### src/rtl/wb_stage_pkg.sv
// Shared definitions for the writeback stage: instruction field layout,
// class/function codes, FSM encoding and a reusable instruction classifier.
package wb_stage_pkg;

  localparam int unsigned INST_W = 16;
  localparam int unsigned DATA_W = 16;
  localparam int unsigned REG_W  = 3;

  localparam int unsigned CLS_HI  = 15;
  localparam int unsigned CLS_LO  = 14;
  localparam int unsigned FN_HI   = 4;
  localparam int unsigned FN_LO   = 0;
  localparam int unsigned DEST_HI = 13;
  localparam int unsigned DEST_LO = 11;

  localparam logic [1:0] CLS_B   = 2'b10;
  localparam logic [1:0] CLS_BGE = 2'b11;
  localparam logic [1:0] CLS_MEM = 2'b00;

  localparam logic [4:0] FN_ST = 5'b00000;
  localparam logic [4:0] FN_LD = 5'b00001;

  typedef enum logic {
    ST_IDLE   = 1'b0,
    ST_LDWAIT = 1'b1
  } wb_state_e;

  typedef struct packed {
    logic             is_ld;
    logic             is_st;
    logic             is_branch;
    logic             is_writer;
    logic [REG_W-1:0] dest;
  } inst_class_t;

  // Classify one instruction word; ALU is everything that is not a branch or memory op.
  function automatic inst_class_t classify(input logic [INST_W-1:0] inst);
    inst_class_t c;
    logic [1:0]  cls;
    logic [4:0]  fn;
    cls         = inst[CLS_HI:CLS_LO];
    fn          = inst[FN_HI:FN_LO];
    c.is_branch = (cls == CLS_B) || (cls == CLS_BGE);
    c.is_st     = (cls == CLS_MEM) && (fn == FN_ST);
    c.is_ld     = (cls == CLS_MEM) && (fn == FN_LD);
    c.is_writer = !c.is_branch && !c.is_st;
    c.dest      = inst[DEST_HI:DEST_LO];
    return c;
  endfunction

endpackage

### src/rtl/wb_stage_inst_class_decode.sv
// Combinational instruction class decoder, shared by writeback and hazard logic.
module inst_class_decode
  import wb_stage_pkg::*;
(
  input  logic [INST_W-1:0] inst,
  output logic              is_ld,
  output logic              is_st,
  output logic              is_branch,
  output logic              is_writer,
  output logic [REG_W-1:0]  dest
);

  inst_class_t cls;

  assign cls       = classify(inst);
  assign is_ld     = cls.is_ld;
  assign is_st     = cls.is_st;
  assign is_branch = cls.is_branch;
  assign is_writer = cls.is_writer;
  assign dest      = cls.dest;

endmodule

### src/rtl/wb_stage.sv
// Writeback stage: registers the retiring instruction, waits on load data,
// strobes the register file, exposes a forwarding tap and counts retirements.
module wb_stage
  import wb_stage_pkg::*;
#(
  parameter int unsigned CNT_W = 16
) (
  input  logic              CLK,
  input  logic              RSTN,
  input  logic              in_valid,
  output logic              in_ready,
  input  logic [INST_W-1:0] in_inst,
  input  logic [DATA_W-1:0] in_alu,
  input  logic              mem_rvalid,
  input  logic [DATA_W-1:0] mem_rdata,
  output logic              load,
  output logic [INST_W-1:0] wsel,
  output logic [DATA_W-1:0] d_a,
  output logic [DATA_W-1:0] d_d,
  output logic              fwd_valid,
  output logic [REG_W-1:0]  fwd_reg,
  output logic [DATA_W-1:0] fwd_data,
  output logic [CNT_W-1:0]  retire_cnt
);

  wb_state_e state;

  logic             in_is_ld;
  logic             in_is_st;
  logic             in_is_branch;
  logic             in_is_writer;
  logic [REG_W-1:0] in_dest;

  logic             ws_is_ld;
  logic             ws_is_st;
  logic             ws_is_branch;
  logic             ws_is_writer;
  logic [REG_W-1:0] ws_dest;

  logic             unused_dec;

  inst_class_decode u_in_dec (
    .inst      (in_inst),
    .is_ld     (in_is_ld),
    .is_st     (in_is_st),
    .is_branch (in_is_branch),
    .is_writer (in_is_writer),
    .dest      (in_dest)
  );

  // Second decoder looks at the held word so forwarding follows the stage registers.
  inst_class_decode u_ws_dec (
    .inst      (wsel),
    .is_ld     (ws_is_ld),
    .is_st     (ws_is_st),
    .is_branch (ws_is_branch),
    .is_writer (ws_is_writer),
    .dest      (ws_dest)
  );

  assign unused_dec = ^{in_is_st, in_is_branch, in_dest, ws_is_st, ws_is_branch, ws_is_writer};

  always_ff @(posedge CLK or negedge RSTN) begin
    if (!RSTN) begin
      state      <= ST_IDLE;
      load       <= 1'b0;
      wsel       <= '0;
      d_a        <= '0;
      d_d        <= '0;
      retire_cnt <= '0;
    end else begin
      load <= 1'b0;
      case (state)
        ST_IDLE: begin
          if (in_valid) begin
            wsel <= in_inst;
            d_a  <= in_alu;
            if (in_is_ld) begin
              state <= ST_LDWAIT;
            end else begin
              load       <= in_is_writer;
              retire_cnt <= retire_cnt + CNT_W'(1);
            end
          end
        end
        ST_LDWAIT: begin
          // Load completes only here; IDLE-time read responses are stale.
          if (mem_rvalid) begin
            d_d        <= mem_rdata;
            load       <= 1'b1;
            retire_cnt <= retire_cnt + CNT_W'(1);
            state      <= ST_IDLE;
          end
        end
        default: state <= ST_IDLE;
      endcase
    end
  end

  assign in_ready  = (state == ST_IDLE);
  assign fwd_valid = load;
  assign fwd_reg   = ws_dest;
  assign fwd_data  = ws_is_ld ? d_d : d_a;

endmodule

### config.mk
export PLATFORM = sky130hd
export DESIGN_NAME = wb_stage
export DESIGN_NICKNAME = d
export VERILOG_FILES = /design/src/rtl/wb_stage_pkg.sv /design/src/rtl/wb_stage_inst_class_decode.sv /design/src/rtl/wb_stage.sv
export SDC_FILE = /design/constraint.sdc
export NUM_CORES = 1
export LEC_CHECK = 0
export ABC_AREA = 0
export BUFFER_PORTS_ARGS = -buffer_cell sky130_fd_sc_hd__buf_2
export CAP_MARGIN = 20
export CORE_ASPECT_RATIO = 2
export CORE_MARGIN = 3
export CORE_UTILIZATION = 48
export CTS_BUF_LIST = sky130_fd_sc_hd__clkbuf_8
export CTS_CLUSTER_DIAMETER = 30
export DETAILED_ROUTE_END_ITERATION = 8
export GPL_TIMING_DRIVEN = 0
export PLACE_DENSITY = 0.92
export SLEW_MARGIN = 20
export SYNTH_ARGS = -nofsm -noshare
export SYNTH_HDL_FRONTEND = slang
export SYNTH_SLANG_ARGS = --single-unit
### constraint.sdc
create_clock -name CLK -period 1.9 [get_ports CLK]
set_input_delay 0.475 -clock CLK [delete_from_list [all_inputs] [get_ports CLK]]
set_output_delay 0.475 -clock CLK [all_outputs]
set_load 0.02 [all_outputs]
==> run_results.csv <==
group,metric,value,unit
grt,overflow,0,
synthesis,ys_ff_latch,66,
synthesis,post_synth_mux_area_share,12.9,%
drt,drt-vias-per-instance,5.14,
timing,report.final.setup_viol,16,
timing,finalHoldViolCount,0,
final_layout,final_nets,477,
final_layout,final_layout_size_suffix_gt1_share,48.4,%
run_status,run_status,"finished with violations",
synthesis,synth.distinct_cells,31,
drt,firstDrtPassIters,4,
grt,grt_pass1_vias,2489,
timing,period_needed,2.24,ns
timing,totalNegativeSetupSlack,-5.09,ns
synthesis,mappedNetlistNets,324,
setup_path,worst-path-buf-inv,2,
clocking,clk_transition_reported_paths,0.07,ns
floorplan,floorplan.core_area,5810,um^2
floorplan,die_x,61.2,um
placed_design,port_buffers,137,
synthesis,synth_compound_gate_area_share,1.46,%
timing,layout_worst_path_cycle_share,118,%
final_layout,layoutNonFillerInstCount,489,
drt,finalWirelength,7630,um
clocking,ctsRootBufferMaster,"clkbuf_8",
grt,grt_start_max_net_pins,42,
timing,achievable-frequency,0.447,GHz
pwr,vdd_drop_max,0.574,mV
pwr,cellPowerDensity,967,nW/um^2
placed_design,dpl.cell_count,470,
clocking,clkLatencyLatePin,0.34,ns
final_layout,multiInputGateArea,1170,um^2
floorplan,fp.dieArea,7110,um^2
drt,drt_iter0_markers,100,
timing,timing.final.ws_setup,-0.336,ns
setup_path,critical_path_endpoint_category,"primary output",
grt,gr-usage-all-layers,22.5,%
synthesis,ys_warn_count,0,
timing,tightest_slew,0.436,ns
setup_path,timing.critical_path.slowest_cell_delay,0.41,ns
synthesis,synth-xor-area-share,4.50,%
final_layout,antenna_cells_inserted,0,
setup_path,timing.critical_path.depth,5,
clocking,tritoncts,"done",
timing,finalMaxSlewViolations,0,
placed_design,hpwlAfterDp,5860,um
run_status,violations,"negative setup slack",
pwr,total_power,3.85,mW
synthesis,largest_family_of_logic_cells_by_synthesized_area,"simple AND/OR/NAND/NOR gates",
clocking,post_cts_hold_buffer_count,0,
drt,antenna_left,0,
final_layout,flow.area_growth_from_synthesis,36.3,%
job,drv.max_cap_violation_count,0,
synthesis,synth.avg_cell_area,10.8,um^2
placed_design,dpl_cell_area,3700,um^2
floorplan,die_h,116,um
setup_path,worst_path_dominant_cell_family,"simple AND/OR/NAND/NOR gates",
setup_path,crit_path_max_fanout,10,
setup_path,ff2ff_path_depth,4,
grt,antenna_found_initial,0,
setup_path,critPathSlowestCell,"dfrtp_1",
synthesis,postSynthCellCount,271,
final_layout,post-route-cell-area,3980,um^2
grt,grt_pass1_wl,11600,um
clocking,clock_tree.buffer_depth,2,
synthesis,synth.yosys.seq_area_share,56.6,%
placed_design,preCtsSetupSlack,-0.113,ns
drt,route.detailed.drc,0,
timing,grt_setup_unrepaired,"true",
timing,relSlewSlack,71.0,%
drt,routedWlPerCell,15.6,um
placed_design,gp_routability_congestion,0.802,
synthesis,synth_simple_gate_area_share,20.6,%
timing,fin_skew,0.00832,ns
clocking,cts.sink_count,66,
setup_path,critical_path.cell_chain,"nor4b_4 > nand2_4 > buf_12 > mux2_2 > buf_2",
pwr,static-leakage-power,2.19,nW
setup_path,path_class,"flip-flop to primary output",
final_layout,count_of_fill_cells_added_during_filler_insertion,444,
floorplan,std_cell_rows,39,
floorplan,starting_utilization_of_the_core_area,50.3,%
setup_path,crit_arrival,1.76,ns
final_layout,utilization,68.5,%
floorplan,top_level_ports,138,
min_path,hold_path.class,"input port to async pin",
clocking,h_tree_depth,3,
final_layout,register_area,1650,um^2
setup_path,cp_data_required_time,1.42,ns
drt,via_count,2513,
setup_path,worstSetupStartpointType,"flip-flop",
synthesis,synth_area,2920,um^2
synthesis,synth_adder_area_share,0.428,%
clocking,cts_inserted_buffers,9,
timing,timing.hold.ws,0.0349,ns
[sequential cells by signal, indices dropped and copies added, names as in the netlist]
name        flops
d_d            16
d_a            16
fwd_valid       1
retire_cnt     16
state           1
wsel           16
[cells in the final DEF (no fill, tap or decap), types with 2 or more instances in the layout]
cell / n
mux2_2: 32
a21oi_2: 2
buf_6: 10
nand4_1: 9
nand3_1: 9
buf_2: 130
buf_1: 3
clkbuf_8: 11
clkbuf_1: 4
xnor2_1: 14
clkinv_2: 3
buf_4: 9
inv_1: 4
and3_1: 2
dfrtp_1: 66
nand2_1: 99
nor2_1: 2
buf_12: 2
[routing by layer]
metal,vias to the layer above,track usage (%),share of wire (%)
met3,16,3.87,4.7
li1,1195,-,-
met1,1208,23.9,37
met4,0,13.0,2.7
met5,-,0,0
met2,94,39.7,56
[repair_timing]
item | in CTS | in global routing
gates resized for setup | 7 | 16
setup buffers | 4 | 0
setup endpoints to repair | 16 | 16
pin swaps | 2 | 1
cloned | 0 | 0
[synthesized netlist by cell type]
| master | n | area [um^2] |
|---|---|---|
| xor2_1 | 1 | 8.76 |
| nand3_1 | 9 | 45.0 |
| buf_4 | 4 | 30.0 |
| nor4_4 | 1 | 21.3 |
| buf_2 | 3 | 15.0 |
| nand2_2 | 1 | 6.26 |
| nand4_1 | 9 | 56.3 |
| o21ai_0 | 1 | 5.00 |
| nor4_1 | 1 | 6.26 |
| and2_2 | 1 | 7.51 |
| clkbuf_1 | 4 | 15.0 |
| xnor2_1 | 14 | 123 |
| mux2_2 | 32 | 360 |
| and3_1 | 2 | 12.5 |
| nand4_2 | 1 | 12.5 |
| dfrtp_1 | 66 | 1650 |
| buf_6 | 2 | 22.5 |
| nor3_1 | 2 | 10.0 |
| buf_1 | 3 | 11.3 |
| a22oi_2 | 1 | 12.5 |
| mux2_4 | 1 | 15.0 |
| inv_1 | 3 | 11.3 |
| nor2b_1 | 1 | 6.26 |
| nor4b_4 | 1 | 23.8 |
| ha_1 | 1 | 12.5 |
| nand2b_1 | 1 | 6.26 |
| a21oi_2 | 2 | 17.5 |
| nor2_1 | 2 | 7.51 |
| nand2_1 | 99 | 372 |
| o31ai_1 | 1 | 7.51 |
| nor4b_1 | 1 | 8.76 |
[path summary, 6_finish.rpt]
path                                       startpoint                         end  slack [ns]
hold reg to reg            retire_cnt[15]$_DFFE_PN0P_  retire_cnt[15]$_DFFE_PN0P_        0.48
setup / recovery                  wsel[2]$_DFFE_PN0P_                 fwd_data[6]       -0.34
hold / removal                                   RSTN         d_d[14]$_DFFE_PN0P_        0.03
setup reg to reg                      state$_DFF_PN0_          d_d[9]$_DFFE_PN0P_        0.25
max in group asynchronous                        RSTN  retire_cnt[14]$_DFFE_PN0P_        1.33
min in group CLK                          in_inst[11]        wsel[11]$_DFFE_PN0P_        0.32
[power by group]
group | internal, mW | switching, mW
clock | 0.525 | 0.487
sequential | 1.60 | 0.194
combinational | 0.429 | 0.612
total | 2.56 | 1.29
[layout make-up]
class | instances | area share (%)
sequential | 66 | 41.5
multi-input combinational | 186 | 29.5
timing repair buffer | 142 | 20.0
clock buffer | 11 | 3.80
buffer | 16 | 2.58
tap | 61 | 1.92
clock inverter | 4 | 0.472
inverter | 3 | 0.283
[worst register-to-register path, delay by kind of cell, from the launching register on]
kind                   cells  cell delay, ns
AND/OR/NAND/NOR            1            0.11
flip-flops                 1            0.43
buffers and inverters      2            0.61
multiplexers               1            0.38
[cell families after synthesis]
family,count (synthesis)
xor+xnor,15
fa+ha+maj,1
compound gates,5
buf+inv,19
simple gates,132
mux,33
flops,66
No activity file was read; power rests on OpenSTA's default activity.
